<file path="config.mk">
export PLATFORM = sky130hd
export DESIGN_NAME = register_transfer_controller_flat
export DESIGN_NICKNAME = d
export VERILOG_FILES = /design/src/rtl/register_transfer_controller_if.sv /design/src/rtl/register_transfer_controller.sv /design/src/flat_wrapper.sv
export SDC_FILE = /design/constraint.sdc
export NUM_CORES = 1
export LEC_CHECK = 0
export ABC_AREA = 1
export CAP_MARGIN = 0
export CELL_PAD_IN_SITES_DETAIL_PLACEMENT = 1
export CELL_PAD_IN_SITES_GLOBAL_PLACEMENT = 2
export CORE_UTILIZATION = 17
export CTS_CLUSTER_DIAMETER = 40
export CTS_CLUSTER_SIZE = 25
export DETAILED_ROUTE_END_ITERATION = 8
export PLACE_DENSITY = 0.69
export SYNTH_ARGS = -nofsm -noshare
export SYNTH_HDL_FRONTEND = slang
export SYNTH_SLANG_ARGS = --single-unit
</file>
<file path="constraint.sdc">
create_clock -name clk -period 1.1 [get_ports clk]
set_input_delay 0.22 -clock clk [delete_from_list [all_inputs] [get_ports clk]]
set_output_delay 0.22 -clock clk [all_outputs]
set_load 0.02 [all_outputs]
</file>
<file path="src/rtl/register_transfer_controller_if.sv">
`default_nettype none
// ============================================================================
// Module      : register_transfer_controller_if
// Description : Handshake/control bundle between the register transfer
//               controller and the processor datapath / address decoder.
//   run            - start request (sampled only while idle)
//   instruction    - opcode | rx | ry, captured when run is accepted
//   write_address  - register write address (decoder address input)
//   write_enable   - register write strobe (decoder enable input)
//   bus_source     - bus mux select: 0..2**REG_WIDTH-1 register,
//                    2**REG_WIDTH DIN, 2**REG_WIDTH+1 G
//   a_load/g_load  - A / G register load strobes
//   add_sub        - ALU operation, 0 add / 1 subtract
//   ir_load        - instruction capture strobe
//   busy/done      - not idle / final cycle of an instruction
//   illegal        - unsupported opcode pulse
// Revision    : 1.0 - initial release
// ============================================================================
interface register_transfer_controller_if #(
  parameter int REG_WIDTH = 3,
  parameter int OP_WIDTH  = 3
);
  localparam int IW = OP_WIDTH + 2 * REG_WIDTH;

  logic                 run;
  logic [IW-1:0]        instruction;
  logic [REG_WIDTH-1:0] write_address;
  logic                 write_enable;
  logic [REG_WIDTH:0]   bus_source;
  logic                 a_load;
  logic                 g_load;
  logic                 add_sub;
  logic                 ir_load;
  logic                 busy;
  logic                 done;
  logic                 illegal;

  // Controller side
  modport master (
    input  run, instruction,
    output write_address, write_enable, bus_source, a_load, g_load,
           add_sub, ir_load, busy, done, illegal
  );

  // Datapath / stimulus side
  modport slave (
    output run, instruction,
    input  write_address, write_enable, bus_source, a_load, g_load,
           add_sub, ir_load, busy, done, illegal
  );
endinterface
`default_nettype wire

</file>
<file path="src/rtl/register_transfer_controller.sv">
`default_nettype none
// ============================================================================
// Module      : register_transfer_controller
// Description : Multi-cycle control unit for the lab processor datapath.
//               Latches an instruction (opcode | rx | ry) and sequences the
//               bus source, A/G loads, ALU operation and register write.
// Ports       : clk - rising-edge clock
//               rst - synchronous active-high reset; forces all outputs low
//               bus - register_transfer_controller_if.master (see interface)
// Revision    : 1.0 - initial release
// ============================================================================
module register_transfer_controller #(
  parameter int REG_WIDTH = 3,
  parameter int OP_WIDTH  = 3
) (
  input  logic clk,
  input  logic rst,
  register_transfer_controller_if.master bus
);
  localparam int IW = OP_WIDTH + 2 * REG_WIDTH;

  localparam logic [1:0] S_IDLE = 2'd0;
  localparam logic [1:0] S_T1   = 2'd1;
  localparam logic [1:0] S_T2   = 2'd2;
  localparam logic [1:0] S_T3   = 2'd3;

  localparam logic [OP_WIDTH-1:0] OP_MV  = OP_WIDTH'(0);
  localparam logic [OP_WIDTH-1:0] OP_MVI = OP_WIDTH'(1);
  localparam logic [OP_WIDTH-1:0] OP_ADD = OP_WIDTH'(2);
  localparam logic [OP_WIDTH-1:0] OP_SUB = OP_WIDTH'(3);

  // Bus selects just above the register range
  localparam logic [REG_WIDTH:0] SRC_DIN = {1'b1, {REG_WIDTH{1'b0}}};
  localparam logic [REG_WIDTH:0] SRC_G   = SRC_DIN + (REG_WIDTH + 1)'(1);

  logic [1:0]           r_state;
  logic [IW-1:0]        r_ir;

  logic [OP_WIDTH-1:0]  w_opcode;
  logic [REG_WIDTH-1:0] w_rx;
  logic [REG_WIDTH-1:0] w_ry;
  logic                 w_is_arith;

  logic                 w_write_enable;
  logic [REG_WIDTH:0]   w_bus_source;
  logic                 w_a_load;
  logic                 w_g_load;
  logic                 w_add_sub;
  logic                 w_ir_load;
  logic                 w_done;
  logic                 w_illegal;

  assign w_opcode   = r_ir[IW-1 -: OP_WIDTH];
  assign w_rx       = r_ir[2*REG_WIDTH-1 -: REG_WIDTH];
  assign w_ry       = r_ir[REG_WIDTH-1:0];
  assign w_is_arith = (w_opcode == OP_ADD) || (w_opcode == OP_SUB);

  // State and instruction register; IR only loads in IDLE so a held or
  // changing instruction input has no effect while busy.
  always_ff @(posedge clk) begin
    if (rst) begin
      r_state <= S_IDLE;
      r_ir    <= '0;
    end else begin
      case (r_state)
        S_IDLE: begin
          if (bus.run) begin
            r_ir    <= bus.instruction;
            r_state <= S_T1;
          end
        end
        S_T1:    r_state <= w_is_arith ? S_T2 : S_IDLE;
        S_T2:    r_state <= S_T3;
        S_T3:    r_state <= S_IDLE;
        default: r_state <= S_IDLE;
      endcase
    end
  end

  always_comb begin
    w_write_enable = 1'b0;
    w_bus_source   = '0;
    w_a_load       = 1'b0;
    w_g_load       = 1'b0;
    w_add_sub      = 1'b0;
    w_ir_load      = 1'b0;
    w_done         = 1'b0;
    w_illegal      = 1'b0;
    case (r_state)
      S_IDLE: w_ir_load = bus.run;
      S_T1: begin
        case (w_opcode)
          OP_MV: begin
            w_bus_source   = {1'b0, w_ry};
            w_write_enable = 1'b1;
            w_done         = 1'b1;
          end
          OP_MVI: begin
            w_bus_source   = SRC_DIN;
            w_write_enable = 1'b1;
            w_done         = 1'b1;
          end
          OP_ADD, OP_SUB: begin
            w_bus_source = {1'b0, w_rx};
            w_a_load     = 1'b1;
          end
          default: begin
            w_done    = 1'b1;
            w_illegal = 1'b1;
          end
        endcase
      end
      S_T2: begin
        w_bus_source = {1'b0, w_ry};
        w_g_load     = 1'b1;
        w_add_sub    = w_opcode[0];  // add=...0, sub=...1
      end
      S_T3: begin
        w_bus_source   = SRC_G;
        w_write_enable = 1'b1;
        w_done         = 1'b1;
      end
      default: ;
    endcase
  end

  // Reset is applied combinationally to the outputs as well, so nothing
  // (not even the run-derived ir_load) escapes while rst is held.
  assign bus.write_address = rst ? '0   : w_rx;
  assign bus.write_enable  = rst ? 1'b0 : w_write_enable;
  assign bus.bus_source    = rst ? '0   : w_bus_source;
  assign bus.a_load        = rst ? 1'b0 : w_a_load;
  assign bus.g_load        = rst ? 1'b0 : w_g_load;
  assign bus.add_sub       = rst ? 1'b0 : w_add_sub;
  assign bus.ir_load       = rst ? 1'b0 : w_ir_load;
  assign bus.busy          = rst ? 1'b0 : (r_state != S_IDLE);
  assign bus.done          = rst ? 1'b0 : w_done;
  assign bus.illegal       = rst ? 1'b0 : w_illegal;
endmodule
`default_nettype wire

</file>
<file path="src/flat_wrapper.sv">
// flat-port wrapper written by rule: the top's interface ports become plain ports
module register_transfer_controller_flat 
#(
  parameter int REG_WIDTH = 3,
  parameter int OP_WIDTH  = 3
)
  (clk, rst, bus_run, bus_instruction, bus_write_address, bus_write_enable, bus_bus_source, bus_a_load, bus_g_load, bus_add_sub, bus_ir_load, bus_busy, bus_done, bus_illegal);
  register_transfer_controller_if #(.REG_WIDTH(REG_WIDTH), .OP_WIDTH(OP_WIDTH)) bus_i ();
  input  logic clk;
  input  logic rst;
  input wire logic [$bits(bus_i.run)-1:0] bus_run;
  input wire logic [$bits(bus_i.instruction)-1:0] bus_instruction;
  output wire logic [$bits(bus_i.write_address)-1:0] bus_write_address;
  output wire logic [$bits(bus_i.write_enable)-1:0] bus_write_enable;
  output wire logic [$bits(bus_i.bus_source)-1:0] bus_bus_source;
  output wire logic [$bits(bus_i.a_load)-1:0] bus_a_load;
  output wire logic [$bits(bus_i.g_load)-1:0] bus_g_load;
  output wire logic [$bits(bus_i.add_sub)-1:0] bus_add_sub;
  output wire logic [$bits(bus_i.ir_load)-1:0] bus_ir_load;
  output wire logic [$bits(bus_i.busy)-1:0] bus_busy;
  output wire logic [$bits(bus_i.done)-1:0] bus_done;
  output wire logic [$bits(bus_i.illegal)-1:0] bus_illegal;
  assign bus_i.run = bus_run;
  assign bus_i.instruction = bus_instruction;
  assign bus_write_address = bus_i.write_address;
  assign bus_write_enable = bus_i.write_enable;
  assign bus_bus_source = bus_i.bus_source;
  assign bus_a_load = bus_i.a_load;
  assign bus_g_load = bus_i.g_load;
  assign bus_add_sub = bus_i.add_sub;
  assign bus_ir_load = bus_i.ir_load;
  assign bus_busy = bus_i.busy;
  assign bus_done = bus_i.done;
  assign bus_illegal = bus_i.illegal;
  register_transfer_controller #(.REG_WIDTH(REG_WIDTH), .OP_WIDTH(OP_WIDTH)) u_core (.clk(clk), .rst(rst), .bus(bus_i));
endmodule
</file>
# After elaboration in Yosys (flattened, before gate mapping)
# Cells that the tools add are included.
# Widths: inputs -> output; s select.
# totals
register_bits,11
inputBits,12
output_inout_bits,15
wordCells,43
# op_classes
n_eq_ne,7
muxes,26
reduce_logical,8
# op_table
cell,count
$pmux 4 s3,2
$mux 1,17
$pmux 2 s4,1
$eq 3x2->1 const B,2
$eq 2x2->1 const B,2
$mux 2,2
$mux 4,1
$pmux 1 s2,2
$reduce_or 2->1,2
$reduce_or 4->1,1
$eq 3x1->1 const B,1
$logic_not 3->1,1
$mux 3,1
$eq 2x1->1 const B,1
$logic_not 2->1,1
$ne 2x2->1 const B,1
$reduce_and 2->1,1
$reduce_bool 2->1,1
$logic_or 1x1->1,1

# Longest topological paths before layout
# Gate-level depths: netlist of run 1.
# logic_depth
word_depth,5
ltp_mapped,7
depth_no_buf,7

# Least setup slack after synthesis of run 1
# OpenSTA, ideal clock, no wires.
# synth_timing
kind,flip-flop to output port
from,register u_core.r_state[0]
to,output port bus_bus_source[0]
arrival_time_ps,1297
t_required_ps,880
slack_ps,-417
stages_incl_launch_ff,5
n_path_buf,0
path_cell_list,dfxtp_1 nor2_2 nor2_1 o21ai_0 a21oi_1
# synth_via
elab_chain_len,3
elab_cells_between_ends,5
classes_between,eq/ne (3); mux (2)
# synth_lines
element,line_no,rtl
start: declaration,register_transfer_controller.sv:36,logic [1:0] r_state;
start signal: assignment,register_transfer_controller.sv:72,S_T1: r_state <= w_is_arith ? S_T2 : S_IDLE;
$eq 2x2->1 / $eq 2x1->1 (equally long branches),register_transfer_controller.sv:89,case (r_state)
$pmux 4 s3 (*),register_transfer_controller.sv:89,
$mux 4 (*),register_transfer_controller.sv:131,assign bus.bus_source = rst ? '0 : w_bus_source;
end: declaration,flat_wrapper.sv:15,output wire logic [$bits(bus_i.bus_source)-1:0] bus_bus_source;
# Mark *: on every way between the ends. The rest lies on a longest branch, timed or not.

# Worst setup path in the final report of run 1
# layout_timing
from,register u_core.r_ir[8]
to,output port bus_bus_source[3]
# layout_via
elab_chain_len,5
elab_cells_between_ends,8
classes_between,eq/ne (3); mux (3); reduce/logical (2)
# layout_lines
element,line_no,rtl
start: declaration,register_transfer_controller.sv:37,logic [IW-1:0] r_ir;
start signal: assignment,register_transfer_controller.sv:68,r_ir <= bus.instruction;
$eq 3x2->1,register_transfer_controller.sv:92,case (w_opcode)
$reduce_or 2->1,register_transfer_controller.sv:92,
$pmux 4 s3 (*),register_transfer_controller.sv:92,
$pmux 4 s3 (*),register_transfer_controller.sv:89,
$mux 4 (*),register_transfer_controller.sv:131,
# Marked as above.

==> results of run 1 <==
[power by group]
group | leakage [nW] | switching [mW] | internal [mW]
combinational | 0.504 | 0.201 | 0.233
clock | 0.0150 | 0.160 | 0.141
sequential | 0.0940 | 0.0308 | 0.433
[layer usage]
metal	wire length (um)	up-vias
li1	-	376
met1	874	335
met2	1063	14
met3	69	5
met4	49	0
met5	0	-
[registers in the layout (all words and copies together), names as in the netlist, named ones only]
register,cells
u_core.r_ir,9
u_core.r_state,1
[through the flow]
step	setup WS (ps)	setup TNS, ps
floorplan	-17.96	-50.21
global placement	-965.5	-14330
detailed placement	-987.8	-14700
CTS	-411.4	-5695
global route	-447.0	-7305
finish	-382.6	-5818
[what timing repair did]
item | CTS | global route
cloned | 0 | 1
endpoints found under the setup margin | 24 | 24
pin swaps | 7 | 7
setup buffers | 6 | 4
gates resized for setup | 125 | 12
[area by class of cell]
type | instances | area [um^2]
clock buffer | 4 | 26.28
inverter | 14 | 62.56
timing repair buffer | 52 | 539.3
sequential | 11 | 234.0
multi-input combinational | 59 | 442.9
tap | 44 | 55.05
fill | 383 | 1743
[cell families (layout without fill, tap and decap cells)]
kind of cell,Yosys count,after routing,share of synthesized area [%]
AND/OR/NAND/NOR,41,41,33.33
buffers and inverters,15,70,11.26
AO/OA/AOI/OAI,18,18,16.56
flip-flops,11,11,38.85
[critical path, cell delays in order, from the launching register on]
cell,delay [ps]
dfxtp_2,340
inv_4,80
buf_12,100
nand2_4,50
a21oi_4,150
o21a_4,140
buf_6,100
[synthesized netlist by cell type, drive strengths merged]
cell type / instances / area share [%]
nand2: 18 / 14
nor2: 17 / 13
inv: 14 / 9.3
dfxtp: 11 / 39
o21ai: 11 / 9.7
a21oi: 5 / 4.4
or2: 3 / 3.3
nor3: 2 / 1.8
a31oi: 1 / 1.1
buf: 1 / 2.0
nand4: 1 / 1.1
o21a: 1 / 1.3
[placed cells by master, fill, tap and decap left out, types with 4 or more instances in the layout]
cell type	synthesis	layout
o21ai_2	0	5
inv_1	12	4
dfxtp_2	0	5
inv_4	0	4
inv_2	2	6
buf_6	1	19
clkdlybuf4s50_1	0	10
dfxtp_1	11	4
buf_4	0	18
nand2_4	1	5
nand2_1	15	5
nand2_2	2	8
nor2_1	15	7
nor2_4	1	8
[worst paths after layout]
check,end,slack [ps],cells after the start
worst max-delay path,bus_bus_source[3],-380,6
worst min-delay path,u_core.r_state[0],460,3
worst max register to register,u_core.r_ir[6],-270,8
worst min register to register,u_core.r_state[0],470,1
==> run_results.csv, run 1 <==
group,metric,value,unit
status,status,"finished with violations",
status,violations,"setup timing",
sta,hold_viol_final,0,
floorplanning,core_area,3103,um^2
detailed_routing,routed_wl,2057,um
layout,stdcell_count,184,
clock_network,path_clk_slew,80,ps
worst_hold_path,hold_start,"rst",
clock_network,cts_hold_buffers,0,
clock_network,cts_sinks,11,
global_route,first_global_vias,712,
detailed_routing,wire_per_inst,11.18,um
worst_setup_path,crit_type,"reg2out",
worst_setup_path,cp.required,880,ps
yosys,synth_cells,85,
global_route,grt_use_met3,1.948,%
floorplanning,die_area,3569,um^2
global_route,grt_overflow,0,
layout,syn2layout_area_growth,140.0,%
global_route,grt_pass1_wl,3187,um
detailed_routing,first_iter_violations,23,
worst_setup_path,crit_path_start_kind,"flop",
power_and_ir_drop,ir_worst_vdd,0.2958,mV
sta,worstMarginPinSlew,355.3,ps
detailed_routing,drc,0,
sta,fin_crit,1483,ps
sta,layout_setup_ws,-382.6,ps
clock_network,insertion_delay,280,ps
global_route,grt_max_degree,10,
floorplanning,io_pins,27,
sta,slew_headroom,76.06,%
worst_setup_path,path_max_fanout,3,
job,maxCapViolCount,0,
yosys,syn_nets,97,
layout,stdcell_area,1360,um^2
global_route,use_met1,14.81,%
place,dp.cells,169,
yosys,yosysSeqAreaShare,38.85,%
floorplanning,rows,20,
yosys,synth.avg_cell_area,6.668,um^2
global_route,met2_usage,21.43,%
worst_setup_path,crit_start,"u_core.r_ir[8]",
place,place_area,1092,um^2
layout,n_antenna_cell,0,
detailed_routing,dr.pass1.iters,3,
place,dp_hpwl,1550,um
place,place_congestion,0.7607,
yosys,yosysWarningCount,0,
clock_network,cts-root-buf,"clkbuf_4",
power_and_ir_drop,power_density,881.8,nW/um^2
sta,whs,457.5,ps
yosys,ys_ff_latch,11,
floorplanning,die_h,59.74,um
clock_network,cts_buffer_depth,2,
worst_setup_path,cp-end-kind,"output pin",
layout,fin_util,43.83,%
clock_network,tritoncts,"yes",
clock_network,h-tree-depth,1,
place,port_buffers,26,
yosys,ys_types,17,
global_route,grt_busiest_layer,"met2",
worst_setup_path,rr_startpoint,"u_core.r_state[0]",
worst_setup_path,cp_data_arrival_time,1260,ps
sta,fmax,674.5,MHz
global_route,antenna_found_initial,0,
yosys,syn-cell-area,566.8,um^2
clock_network,cts_buffers,3,
layout,drive_above_1_share,66.43,%
floorplanning,start_util,18.27,%
sta,drv_slew,0,
sta,finalCritPeriodShare,134.8,%
sta,setup_viol_count_final,22,
power_and_ir_drop,power,1.199,mW
power_and_ir_drop,p_leak,0.6134,nW
floorplanning,chipWidth,59.74,um
detailed_routing,vias,730,
detailed_routing,avgViaCountPerCell,3.967,
global_route,grt.total_usage,12.39,%
worst_hold_path,hp-class,"in2reg",
detailed_routing,ant_nets,0,
sta,skew,5.144,ps
sta,rsz0062_at_grt,"true",
layout,nNetsFinal,153,
Power figures use the tool's default switching activity.
==> run 2: changes to the inputs <==
Settings changed: SLEW_MARGIN set to 20.
==> results of run 2 <==
Final layout, timing and power as in run 1 (identical DEF).
==> run 3: changes to the inputs <==
Settings changed: CORE_MARGIN set to 1.5.
==> run 3 against run 2 <==
The flow still finishes with violations (setup timing); hold slack better by 11 ps; combinational power increased by 2%; clock power down 3%; routed wire length is 7.3% higher; count of clock-buffer cells in the layout down 1.
==> run_results.csv, run 3 (synthesis results as in run 1) <==
group,metric,value,unit
clock_network,path_clk_slew,80,ps
job,maxCapViolCount,0,
sta,slew_headroom,85.19,%
layout,top_regs,"u_core.r_ir (9), u_core.r_state (1)",
worst_setup_path,cp_num_buf_inv,2,
detailed_routing,drc,0,
floorplanning,die_h,60.74,um
global_route,grt.total_usage,12.85,%
layout,final_cell_mix,"buf_6 (22), buf_4 (16), clkdlybuf4s50_1 (10)",
power_and_ir_drop,power,1.201,mW
global_route,grt_max_degree,8,
detailed_routing,wire_per_inst,12.13,um
floorplanning,core_area,3103,um^2
sta,whs,468.3,ps
floorplanning,chipWidth,60.74,um
global_route,antenna_found_initial,0,
detailed_routing,first_iter_violations,12,
place,port_buffers,26,
worst_setup_path,cp_data_arrival_time,1270,ps
layout,syn2layout_area_growth,140.4,%
clock_network,h-tree-depth,1,
power_and_ir_drop,p_leak,0.6141,nW
global_route,first_global_vias,751,
worst_setup_path,cp_top_family,"simple AND/OR/NAND/NOR gates",
sta,setup_viol_count_final,22,
sta,skew,0.8857,ps
clock_network,cts_sinks,11,
floorplanning,io_pins,27,
status,violations,"setup timing",
worst_setup_path,crit_type,"reg2out",
global_route,grt_overflow,0,
worst_setup_path,cp.required,880,ps
layout,fill_cells,381,
worst_setup_path,path_common_cell,"nand2_2",
detailed_routing,avgViaCountPerCell,4.088,
worst_setup_path,crit_path_start_kind,"flop",
sta,worstMarginPinSlew,221.4,ps
sta,fmax,668.9,MHz
layout,drive_above_1_share,71.01,%
worst_setup_path,cp-end-kind,"output pin",
layout,n_antenna_cell,0,
layout,stdcell_count,182,
global_route,grt_pass1_wl,3401,um
worst_setup_path,path_max_fanout,4,
clock_network,insertion_delay,280,ps
worst_setup_path,path_cells,"inv_6, nand2_4, nor2_4, nand2_2, nand2_2, nand2_1, nand2_2, buf_6",
detailed_routing,dr.pass1.iters,4,
layout,final_common_cell,"buf_6",
sta,fin_crit,1495,ps
detailed_routing,ant_nets,0,
floorplanning,rows,20,
detailed_routing,vias,744,
clock_network,cts_buffer_depth,2,
sta,finalCritPeriodShare,135.9,%
place,pre_cts_slack,-961.6,ps
clock_network,cts-root-buf,"clkbuf_4",
place,dp_hpwl,1545,um
worst_setup_path,worst_path_largest_cell_delay,380,ps
place,dp.cells,171,
worst_hold_path,hp-class,"in2reg",
power_and_ir_drop,power_density,881.2,nW/um^2
detailed_routing,routed_wl,2208,um
place,place_congestion,0.7835,
clock_network,cts_hold_buffers,0,
layout,regMostFlops,"u_core.r_ir",
clock_network,tritoncts,"yes",
layout,nNetsFinal,151,
worst_setup_path,cp_slowest_cell,"dfxtp_4",
sta,rsz0062_at_grt,"true",
layout,largest_reg_flops,9,
sta,drv_slew,0,
sta,hold_viol_final,0,
power_and_ir_drop,ir_worst_vdd,0.3229,mV
floorplanning,start_util,18.27,%
layout,fin_util,43.91,%
floorplanning,die_area,3689,um^2
status,status,"finished with violations",
clock_network,cts_buffers,3,
sta,layout_setup_ws,-395.0,ps
[run 3: changes by cell type in the layout (fill, tap and decap cells not counted), moves of 2 or more]
cell / delta
buf_6: +3
o21ai_2: +3
o21ai_0: -3
buf_4: -2
buf_12: -2
[run 3: per-stage QoR]
step | TNS [ps] | area, um^2
2_1_floorplan | -50.21 | 663.1
3_3_place_gp | -14510 | 1095
3_5_place_dp | -14610 | 1095
4_1_cts | -4780 | 1219
5_1_grt | -6415 | 1363
6_report | -4952 | 1363
[run 3: per-layer routing]
metal | track usage (%) | wire length, um
met1 | 15.46 | 895
met2 | 22.12 | 1211
met3 | 1.919 | 61
met4 | 6.522 | 40
met5 | 0 | 0
[run 3: worst register-to-register path, stage by stage (launching register included)]
cell and delay (ps):
dfxtp_4 380, nor2_4 150, buf_6 130, nand2_8 50, buf_6 130, or2_0 210, o21ai_1 80, inv_1 50
[run 3: path summary, 6_finish.rpt]
path | from | end | slack (ps) | depth (start not counted)
worst max-delay path | flop | bus_bus_source[2] | -390 | 8
worst min-delay path | rst | u_core.r_state[0] | 470 | 3
worst max register to register | flop | u_core.r_ir[5] | -180 | 7
worst min register to register | u_core.r_ir[1] | u_core.r_ir[1] | 500 | 2
[run 3: where the power goes]
group	internal (mW)	switching (mW)	leakage (nW)
registers	0.433	0.0348	0.0946
clock network	0.135	0.157	0.0177
logic	0.224	0.217	0.502
total	0.792	0.408	0.614
[run 3: repair_timing]
| item | CTS | global route |
|---|---|---|
| hold endpoints to repair | 0 | 0 |
| gates cloned | 1 | 0 |
| pin swaps | 9 | 12 |
| gates resized for setup | 121 | 34 |
| setup endpoints to repair | 24 | 24 |
| buffers inserted | 2 | 5 |
[run 3: final cells by class]
type / instances / area (um^2) / area share (%)
Sequential cell: 11 / 237.7 / 17.45
Clock buffer: 3 / 22.52 / 1.653
Inverter: 14 / 65.06 / 4.775
Multi-Input combinational cell: 59 / 485.5 / 35.63
Tap cell: 44 / 55.05 / 4.040
Clock inverter: 1 / 5.005 / 0.3673
Timing Repair Buffer: 50 / 491.7 / 36.09
